==> src/rtl/decoder_pkg.sv <==
// Shared types and constants for the one-hot select sequencer.
//   state_t     : sequencer FSM states (IDLE, HOLD, SCAN)
//   MODE_DIRECT : command mode selecting a single code
//   MODE_SCAN   : command mode walking through every code once
package decoder_pkg;

  typedef enum logic [1:0] {
    IDLE = 2'd0,
    HOLD = 2'd1,
    SCAN = 2'd2
  } state_t;

  localparam logic MODE_DIRECT = 1'b0;
  localparam logic MODE_SCAN   = 1'b1;

endpackage

==> src/rtl/onehot_decoder.sv <==
// Purely combinational SEL_W-to-2**SEL_W one-hot decoder.
//   idx_i    : in  SEL_W        binary code
//   onehot_o : out 2**SEL_W     one-hot image of idx_i (bit idx_i set)
module onehot_decoder #(
  parameter int SEL_W = 3
) (
  input  logic [SEL_W-1:0]      idx_i,
  output logic [2**SEL_W-1:0]   onehot_o
);

  for (genvar gi = 0; gi < 2**SEL_W; gi++) begin : g_line
    assign onehot_o[gi] = (idx_i == SEL_W'(gi));
  end

endmodule

==> src/rtl/decoder_nto2n_sequencer.sv <==
// One-hot select sequencer: registered SEL_W-to-2**SEL_W decoder with a
// valid/ready command port, programmable per-code dwell and a SCAN mode that
// walks every code once starting from the commanded code.
//   clk       : in  1        rising-edge clock
//   rst       : in  1        asynchronous active-high reset
//   enable    : in  1        block enable; low aborts a running sequence
//   in_valid  : in  1        command valid
//   in_ready  : out 1        command accept (IDLE and enabled)
//   in_lines  : in  SEL_W    start code
//   in_hold   : in  HOLD_W   dwell per code minus one
//   mode      : in  1        0 = single code, 1 = scan all codes
//   out_lines : out 2**SEL_W registered one-hot select (inverted if ACTIVE_LOW)
//   out_valid : out 1        high while a line is asserted
//   done      : out 1        one-cycle pulse on normal sequence completion
module decoder_nto2n_sequencer
  import decoder_pkg::*;
#(
  parameter int SEL_W      = 3,
  parameter int HOLD_W     = 4,
  parameter bit ACTIVE_LOW = 1'b0
) (
  input  logic                 clk,
  input  logic                 rst,
  input  logic                 enable,
  input  logic                 in_valid,
  output logic                 in_ready,
  input  logic [SEL_W-1:0]     in_lines,
  input  logic [HOLD_W-1:0]    in_hold,
  input  logic                 mode,
  output logic [2**SEL_W-1:0]  out_lines,
  output logic                 out_valid,
  output logic                 done
);

  localparam int N = 2**SEL_W;
  // Line pattern with nothing selected, in output polarity.
  localparam logic [N-1:0]   IDLE_LINES = {N{ACTIVE_LOW}};
  localparam logic [SEL_W:0] LAST_CNT   = (SEL_W+1)'(N);

  state_t              state_q;
  logic [SEL_W-1:0]    idx_q;
  logic [HOLD_W-1:0]   dwell_q;
  logic [HOLD_W-1:0]   hold_q;
  logic [SEL_W:0]      scan_cnt_q;   // number of codes shown so far, incl. current
  logic [N-1:0]        out_lines_q;
  logic                out_valid_q;
  logic                done_q;

  logic [SEL_W-1:0]    dec_idx_d;
  logic [N-1:0]        dec_onehot;
  logic [N-1:0]        dec_lines;
  logic                accept;

  // One decoder serves both the start code (IDLE) and the next scan code.
  assign dec_idx_d = (state_q == IDLE) ? in_lines : idx_q + 1'b1;

  onehot_decoder #(.SEL_W(SEL_W)) u_dec (
    .idx_i    (dec_idx_d),
    .onehot_o (dec_onehot)
  );

  assign dec_lines = dec_onehot ^ IDLE_LINES;

  // Ready is gated by rst so it reads 0 while reset is held.
  assign in_ready = (state_q == IDLE) && enable && !rst;
  assign accept   = in_valid && in_ready;

  always_ff @(posedge clk or posedge rst) begin
    if (rst) begin
      state_q     <= IDLE;
      idx_q       <= '0;
      dwell_q     <= '0;
      hold_q      <= '0;
      scan_cnt_q  <= '0;
      out_lines_q <= IDLE_LINES;
      out_valid_q <= 1'b0;
      done_q      <= 1'b0;
    end else begin
      done_q <= 1'b0;
      case (state_q)
        IDLE: begin
          if (accept) begin
            idx_q       <= in_lines;
            hold_q      <= in_hold;
            dwell_q     <= in_hold;
            scan_cnt_q  <= (SEL_W+1)'(1);
            out_lines_q <= dec_lines;
            out_valid_q <= 1'b1;
            state_q     <= (mode == MODE_DIRECT) ? HOLD : SCAN;
          end
        end
        HOLD, SCAN: begin
          if (!enable) begin
            // Abort: go idle without a done pulse.
            state_q     <= IDLE;
            idx_q       <= '0;
            dwell_q     <= '0;
            scan_cnt_q  <= '0;
            out_lines_q <= IDLE_LINES;
            out_valid_q <= 1'b0;
          end else if (dwell_q != '0) begin
            // Count down so a full-scale hold never overflows.
            dwell_q <= dwell_q - 1'b1;
          end else if (state_q == HOLD || scan_cnt_q == LAST_CNT) begin
            state_q     <= IDLE;
            idx_q       <= '0;
            scan_cnt_q  <= '0;
            out_lines_q <= IDLE_LINES;
            out_valid_q <= 1'b0;
            done_q      <= 1'b1;
          end else begin
            // Next scan code follows with no gap; idx wraps naturally.
            idx_q       <= dec_idx_d;
            dwell_q     <= hold_q;
            scan_cnt_q  <= scan_cnt_q + 1'b1;
            out_lines_q <= dec_lines;
          end
        end
        default: state_q <= IDLE;
      endcase
    end
  end

  assign out_lines = out_lines_q;
  assign out_valid = out_valid_q;
  assign done      = done_q;

endmodule

==> config.mk <==
export PLATFORM = sky130hd
export DESIGN_NAME = decoder_nto2n_sequencer
export DESIGN_NICKNAME = d
export VERILOG_FILES = /design/src/rtl/decoder_pkg.sv /design/src/rtl/onehot_decoder.sv /design/src/rtl/decoder_nto2n_sequencer.sv
export SDC_FILE = /design/constraint.sdc
export NUM_CORES = 1
export LEC_CHECK = 0
export CORE_MARGIN = 4
export CORE_UTILIZATION = 53
export DETAILED_ROUTE_END_ITERATION = 8
export PLACE_DENSITY = 0.75
export SLEW_MARGIN = 20
export SYNTH_ARGS = -nofsm -noshare
export SYNTH_HDL_FRONTEND = slang
export SYNTH_SLANG_ARGS = --single-unit
==> constraint.sdc <==
create_clock -name clk -period 2.44 [get_ports clk]
set_clock_uncertainty 0.1 [all_clocks]
set_input_delay 0.732 -clock clk [delete_from_list [all_inputs] [get_ports clk]]
set_output_delay 0.732 -clock clk [all_outputs]
set_load 0.01 [all_outputs]
# After elaboration in Yosys (flattened, before gate mapping)
# Index checks and enable logic that the tools add are counted.
# totals
ff_bits	27
out_inout_bits	11
word_cells	76
# op_classes
addsub	3
n_eq_ne	14
n_mux	36
reduce_logical	15
# op_table
op	n
$mux W4	8
$mux W8	4
$pmux W4 S2	2
$pmux W8 S2	1
$mux W3	5
$eq A3 B3 Y1 const B	4
$mux W2	5
$reduce_and A3 Y1	3
$mux W1	8
$eq A3 B2 Y1 const B	2
$ne A3 B3 Y1 const B	2
$pmux W3 S2	1
$add A4 B1 Y4 const B	1
$eq A4 B4 Y1 const B	1
$ne A4 B4 Y1 const B	1
$pmux W2 S2	1
$reduce_and A4 Y1	1
$reduce_bool A4 Y1	1
$sub A4 B1 Y4 const B	1
$add A3 B1 Y3 const B	1
$eq A3 B1 Y1 const B	1
$logic_and A1 B1 Y1	3
$logic_not A3 Y1	1
$eq A2 B1 Y1 const B	1
9 further kinds	9

# Depth between registers and ports, before layout
# Gate-level depths: netlist (run 1).
# logic_depth
depth_word	7
mapped_depth	7
ltp_nobuf	6

# By module
# From an unflattened synthesis (run 1), not the netlist that was laid out.
# unflattened
hier_cells	152
hier_area_um2	1535.2
# by_module_without_submodules
module	n_inst	cells_per_inst	area_each_um2
decoder_nto2n_sequencer	1	144	1470.2
onehot_decoder	1	8	65.1

# Least setup slack after synthesis (run 1)
# Ideal clock, no wire load.
# synth_timing
kind	in2out
start	input port rst
end	output port in_ready
arrival_time_ps	1628
t_required_ps	1608
path_slack_ps	-20
path_stages	2
n_path_buf	0
path_cell_list	inv_1 > and3_1
# synth_via
elab_chain_len	2
# synth_lines
item	line_no	rtl
start, declared	decoder_nto2n_sequencer.sv:23	input logic rst,
$logic_not A1 Y1 (no source line)	--	
$logic_and A1 B1 Y1	decoder_nto2n_sequencer.sv:65	assign in_ready = (state_q == IDLE) && enable && !rst;
end, declared	decoder_nto2n_sequencer.sv:26	output logic in_ready,
# No other way between the ends.

# Worst setup path after layout (run 1)
# layout_timing
start	register dwell_q[0]
end	register out_lines_q[1], in the netlist out_lines[1]
# layout_via
elab_chain_len	3
# layout_lines
item	line_no	rtl
start, declared	decoder_nto2n_sequencer.sv:42	logic [HOLD_W-1:0] dwell_q;
start signal, assigned	decoder_nto2n_sequencer.sv:85	dwell_q <= in_hold;
start signal, assigned	decoder_nto2n_sequencer.sv:103	dwell_q <= dwell_q - 1'b1;
start signal, assigned	decoder_nto2n_sequencer.sv:114	dwell_q <= hold_q;
$reduce_bool A4 Y1	decoder_nto2n_sequencer.sv:101	end else if (dwell_q != '0) begin
$ne A3 B3 Y1 (no source line)	--	
$reduce_and A3 Y1 (no source line)	--	
end signal, assigned	decoder_nto2n_sequencer.sv:87	out_lines_q <= dec_lines;
end signal, assigned	decoder_nto2n_sequencer.sv:116	out_lines_q <= dec_lines;
end, declared	decoder_nto2n_sequencer.sv:45	logic [N-1:0] out_lines_q;
# No other way between the ends.
# A chain may end at the register's enable or synchronous reset.

==> flow_metrics.env, run 1 <==
export IMPL_seq_area_um2=676
export IMPL_num_rows=19
export IMPL_cts_max_level=1
export IMPL_grt_use_total=0.207
export IMPL_cts_hold_buf=0
export IMPL_gp_congestion=0.822
export IMPL_holdPathStages=2
export IMPL_pin_count=23
export IMPL_worstSetupEndpointType="flop"
export IMPL_fmax_mhz=434
export IMPL_layout_common_cells="dfrtp_1, clkdlybuf4s50_1, nand2_1"
export IMPL_avgSynthCellArea_um2=9.66
export IMPL_die_y_um=61.3
export IMPL_netlist_instances=156
export IMPL_clkPwrFrac=0.084
export IMPL_io_buffer_count=22
export IMPL_p_sw_mw=1.01
export IMPL_ctsRootBufferMaster="clkbuf_4"
export IMPL_initial_core_util=0.551
export IMPL_ys_types=40
export IMPL_drv_cap=0
export IMPL_drt_wl_total_mm=3.45
export IMPL_insertion_delay_ns=0.33
export IMPL_synthFlopType="dfrtp_1"
export IMPL_max_slew_margin=0.683
export IMPL_wl_per_cell_um=15.2
export IMPL_die_x_um=61.3
export IMPL_synth_largest_area_cell="dfrtp_1"
export IMPL_yosys_area_share_adder=0.0748
export IMPL_cpMaxStageDelayCell="or3b_4"
export IMPL_cts_tree="built"
export IMPL_powerDensity_mw_per_mm2=1250
export IMPL_r2r_cells=6
export IMPL_tightest_slew_ns=0.476
export IMPL_grt_antenna_before_repair=0
export IMPL_cp_num_cells=6
export IMPL_worst_path_most_repeated_cell="or3b_4"
export IMPL_status="completed"
export IMPL_post_place_ws_ns=-0.397
export IMPL_synth_edff_count=0
export IMPL_setup_viol=0
export IMPL_vias=1358
export IMPL_multiInputGateArea_um2=773
export IMPL_die_area_mm2=0.00376
export IMPL_min_period_ns=2.31
export IMPL_fin_crit_sh=0.945
export IMPL_synth_top_area_share=0.449
export IMPL_synth_fp_nets=177
export IMPL_synth_area_mm2=0.00151
export IMPL_drtIter0Drc=49
export IMPL_leakage_nw=0.863
export IMPL_rsz0062_at_grt="false"
export IMPL_clk_path_buf_depth=2
export IMPL_dpl_cell_count=222
export IMPL_synthToLayoutAreaGrowth_pct=26.2
export IMPL_worstPathRequired_ns=2.61
export IMPL_synth_seq_cells=27
export IMPL_r2r_setup_slack_ns=0.13
export IMPL_grt_pass1_vias=1392
export IMPL_synthXorXnorAreaFrac=0.00581
export IMPL_vdd_ir_drop_max_mv=0.820
export IMPL_worst_path_buf_inv=1
export IMPL_synth_area_leaders="dfrtp_1, ha_1, nand2_1"
export IMPL_fill_cells=208
export IMPL_combPwrFrac=0.599
export IMPL_crit_chain="inv_1 > ha_1 > or3b_4 > a221o_1 > or3b_4 > o21ai_1"
export IMPL_final_common_cell="dfrtp_1"
export IMPL_seqPwrFrac=0.317
export IMPL_setup_worst_path_start_class="flop"
export IMPL_grt_max_degree=28
export IMPL_synth_top_family_by_area="compound AO/OA/AOI/OAI gates"
export IMPL_async_reset_ff_frac=1.00
export IMPL_ys_seq_area_frac=0.449
export IMPL_cts_clk_slew_worst_paths_ns=0.15
export IMPL_drive_above_1_share=0.154
export IMPL_grt_pass1_wl_mm=5.87
export IMPL_p_sw_frac=0.425
export IMPL_hold_viol_final=0
export IMPL_p_int_mw=1.37
export IMPL_arrival_ns=2.47
export IMPL_drc=0
export IMPL_vias_per_cell=6.01
export IMPL_diodes=0
export IMPL_yosysWarningCount=0
export IMPL_yosys_area_share_simple=0.188
export IMPL_cp_max_fo=5
export IMPL_muxShareOfSynthArea=0.0507
export IMPL_layout_cells_non_filler=226
export IMPL_drt_pass1_iterations=4
export IMPL_cts_sink_count=27
export IMPL_numCtsBuffers=3
export IMPL_layout_nets=217
export IMPL_hold_class="flop to flop"
export IMPL_grt_ovfl_total=0
export IMPL_cp_top_family="simple AND/OR/NAND/NOR gates"
export IMPL_core_area_mm2=0.00273
export IMPL_critPathMaxStageDelay_ns=0.45
export IMPL_slew_viol_final=0
export IMPL_ant_nets=0
export IMPL_crit_type="flop to flop"
export IMPL_hpwl_mm=2.62
export IMPL_layout_setup_ws_ns=0.134
export IMPL_synth_compound_area_share=0.193
## sequential cells by signal (all words and copies together), names as in the netlist
register / cells
out_lines: 8
dwell_q: 4
hold_q: 4
scan_cnt_q: 4
idx_q: 3
state_q: 2
done: 1
out_valid: 1
## cell type report
class / count / share of cell area
clock buffers: 3 / 0.0118
clock inverters: 1 / 0.00263
inverters: 13 / 0.0276
multi-input cells: 113 / 0.407
flip-flops and latches: 27 / 0.355
well taps: 31 / 0.0204
repair buffers: 38 / 0.176
## Yosys cell counts, types with 3 or more instances
master    count
a21oi_1       4
a221o_1       3
clkbuf_1      3
dfrtp_1      27
ha_1          9
inv_1        13
mux2_2        5
nand2_1      18
nand3_1       5
nor2_1        9
nor3_1        5
o211ai_1      3
o21ai_0      13
o21ai_1       4
## kinds of logic after synthesis
| family | after synthesis |
|---|---|
| XOR/XNOR | 1 |
| AO/OA/AOI/OAI | 42 |
| adder cells (fa/ha/maj) | 9 |
| buffers and inverters | 16 |
| multiplexers | 7 |
| AND/OR/NAND/NOR | 54 |
| flip-flops | 27 |
## what timing repair did
| item | 4_1_cts | 5_1_grt |
|---|---|---|
| setup buffers | 0 | 0 |
| pin swaps | 0 | 1 |
| setup endpoints to repair | 1 | 5 |
| gates resized for setup | 3 | 2 |
| cloned | 0 | 0 |
## worst reg2reg max path: cells and delay by family, from the launching register on
kind	cells	cell delay [ns]
simple gates	2	0.87
compound gates	2	0.54
flops	1	0.44
fa+ha+maj	1	0.19
buf+inv	1	0.10
## metrics by stage
step | instance area (um2) | TNS (ns) | utilization | total power, mW | hold slack [ns]
after floorplan | 1510 | 0 | - | 1.63 | 0.350
after global placement | 1880 | -2.70 | 0.687 | 2.10 | 0.363
after detailed placement | 1880 | -3.60 | 0.687 | 2.17 | 0.372
after CTS | 1900 | 0 | 0.697 | 2.37 | 0.406
after global routing | 1900 | 0 | 0.696 | 2.58 | 0.436
final | 1900 | 0 | 0.696 | 2.38 | 0.399
## power groups by stage
stage	Sequential [mW]	Clock (mW)	Combinational, mW
CTS	0.751	0.201	1.42
detailed placement	0.762	0	1.41
floorplan	0.757	0	0.870
finish	0.753	0.199	1.43
global placement	0.749	0	1.36
global route	0.776	0.222	1.58
## routing by layer
| metal | track usage | routed length [um] | vias to the layer above |
|---|---|---|---|
| li1 | - | - | 648 |
| met2 | 0.360 | 1730 | 44 |
| met5 | 0 | 0 | - |
| met4 | 0.108 | 39 | 0 |
| met3 | 0.0419 | 190 | 4 |
| met1 | 0.240 | 1480 | 662 |
## worst paths after layout
kind / start / end
worst max register to register: dwell_q[0]$_DFFE_PP0P_ / out_lines[1]$_DFFE_PP0P_
max in group asynchronous: rst / out_lines[6]$_DFFE_PP0P_
worst min-delay path: out_lines[4]$_DFFE_PP0P_ / out_lines[4]$_DFFE_PP0P_
min in group asynchronous: rst / hold_q[2]$_DFFE_PP0P_
worst min register to register: out_lines[4]$_DFFE_PP0P_ / out_lines[4]$_DFFE_PP0P_
worst max-delay path: dwell_q[0]$_DFFE_PP0P_ / out_lines[1]$_DFFE_PP0P_
(Power assumes the default switching activity.)
==> inputs of run 2 (changes only) <==
Settings changed: CORE_UTILIZATION 53 to 48, MAX_ROUTING_LAYER from default to met4, PLACE_DENSITY 0.75 to 0.71.
Clock period 2.44 ns to 1.9 ns, I/O delays scaled along.
==> flow_metrics.env, run 2 (synthesis gave the netlist of run 1 again) <==
export IMPL_layout_nets=267
export IMPL_dpl_cell_count=260
export IMPL_cts_clk_slew_worst_paths_ns=0.16
export IMPL_grt_antenna_before_repair=0
export IMPL_min_period_ns=2.15
export IMPL_crit_type="flop to flop"
export IMPL_drc=0
export IMPL_initial_core_util=0.498
export IMPL_tightest_slew_ns=0.375
export IMPL_grt_ovfl_total=0
export IMPL_crit_path_start="dwell_q[0]$_DFFE_PP0P_"
export IMPL_diodes=0
export IMPL_grt_pass1_wl_mm=7.46
export IMPL_powerDensity_mw_per_mm2=1790
export IMPL_drive_above_1_share=0.453
export IMPL_status="finished with violations"
export IMPL_hold_class="input pin to asynchronous set/reset pin"
export IMPL_drt_wl_total_mm=4.99
export IMPL_layout_setup_ws_ns=-0.249
export IMPL_cts_sink_count=27
export IMPL_ctsRootBufferMaster="clkbuf_4"
export IMPL_grt_max_degree=28
export IMPL_core_area_mm2=0.00303
export IMPL_arrival_ns=2.31
export IMPL_max_slew_margin=0.747
export IMPL_largest_reg_flops=8
export IMPL_post_place_ws_ns=-0.613
export IMPL_cts_tree="built"
export IMPL_io_buffer_count=22
export IMPL_gp_congestion=0.895
export IMPL_layout_cells_non_filler=289
export IMPL_wl_per_cell_um=17.2
export IMPL_clk_path_buf_depth=2
export IMPL_placedInstanceArea_mm2=0.00209
export IMPL_grt_use_total=0.232
export IMPL_grt_pass1_vias=1656
export IMPL_hpwl_mm=2.97
export IMPL_drtIter0Drc=129
export IMPL_r2r_start="dwell_q[0]$_DFFE_PP0P_"
export IMPL_insertion_delay_ns=0.33
export IMPL_violations="setup timing"
export IMPL_cts_hold_buf=0
export IMPL_drt_pass1_iterations=4
export IMPL_slew_viol_final=0
export IMPL_layout_common_cells="buf_4, dfrtp_1, nand2_1"
export IMPL_hold_viol_final=0
export IMPL_ant_nets=0
export IMPL_final_setup_tns_ns=-2.99
export IMPL_vias=1661
export IMPL_vdd_ir_drop_max_mv=0.965
export IMPL_fmax_mhz=465
export IMPL_vias_per_cell=5.75
export IMPL_setup_worst_path_start_class="flop"
export IMPL_setup_viol=20
export IMPL_cts_max_level=1
export IMPL_rsz0062_at_grt="true"
export IMPL_pin_count=23
export IMPL_cp_max_fo=4
export IMPL_die_area_mm2=0.00410
export IMPL_numCtsBuffers=3
export IMPL_num_rows=20
export IMPL_finish_instance_area_mm2=0.00251
export IMPL_final_common_cell="buf_4"
export IMPL_die_x_um=64.0
export IMPL_fin_crit_sh=1.13
export IMPL_worstPathRequired_ns=2.06
export IMPL_worstSetupEndpointType="flop"
export IMPL_synthToLayoutAreaGrowth_pct=66.4
export IMPL_drv_cap=0
export IMPL_die_y_um=64.0
export IMPL_leakage_nw=1.21
-- run 2: cell types whose count changed in the layout (fill, tap and decap cells not counted), moves of 3 or more --
cell             change
buf_4               +41
buf_6               +10
clkdlybuf4s50_1     -11
dlygate4sd2_1        +8
ha_1                 -4
ha_4                 +4
inv_1                -6
inv_2                +6
nor2_1               -3
o21ai_0              -7
o21ai_2              +6
-- run 2: worst max-delay path, stage by stage (launching register included) --
cell     delay [ns]
dfrtp_1        0.43
inv_2          0.09
ha_4           0.13
or3b_4         0.39
a221o_1        0.40
or3b_4         0.43
o21ai_1        0.13
-- run 2: power by group --
| group | switching (mW) | internal, mW |
|---|---|---|
| clock | 0.180 | 0.0803 |
| sequential | 0.148 | 0.803 |
| combinational | 1.55 | 1.73 |
| total | 1.88 | 2.61 |
-- run 2: timing repair --
| action | in CTS | in global routing |
|---|---|---|
| gates resized for setup | 39 | 34 |
| endpoints found under the hold margin | 0 | 0 |
| pin swaps | 5 | 9 |
| setup endpoints to repair | 32 | 25 |
| cloned | 0 | 0 |
| buffers inserted | 17 | 9 |
-- run 2: worst paths after layout --
check                                           end  slack (ns)  cells after the start
min                          state_q[1]$_DFFE_PP0P_        0.35                      3
max                        out_lines[0]$_DFFE_PP0P_       -0.25                      6
max reg2reg                out_lines[0]$_DFFE_PP0P_       -0.25                      6
min in group clk           out_lines[7]$_DFFE_PP0P_        0.39                      2
max in group asynchronous            done$_DFF_PP0_        1.08                      3
min reg2reg                out_lines[7]$_DFFE_PP0P_        0.39                      2
-- run 2: layout make-up --
type / instances / area (um2)
fillers: 163 / 520
clock buffers: 3 / 22.5
repair buffers: 88 / 744
clock inverters: 1 / 7.51
multi-input cells: 113 / 950
well taps: 44 / 55.1
flip-flops and latches: 27 / 676
inverters: 13 / 52.6
-- run 2: routing by layer --
layer,track usage,share of wire
met1,0.272,0.39
met3,0.0299,0.066
met2,0.425,0.52
met5,-,0
met4,0.0458,0.022
-- run 2: through the flow --
stage          hold WS, ns  power (mW)  utilization
2_1_floorplan        0.350        2.12            -
3_3_place_gp         0.362        3.14        0.691
3_5_place_dp         0.375        3.23        0.691
4_1_cts              0.404        3.84        0.763
5_1_grt              0.381        4.76        0.828
6_report             0.351        4.49        0.828
==> inputs of run 3 (changes only) <==
Settings changed: TNS_END_PERCENT from default to 100.
==> results of run 3 <==
The final DEF is identical to that of run 2; final timing and power are the same.
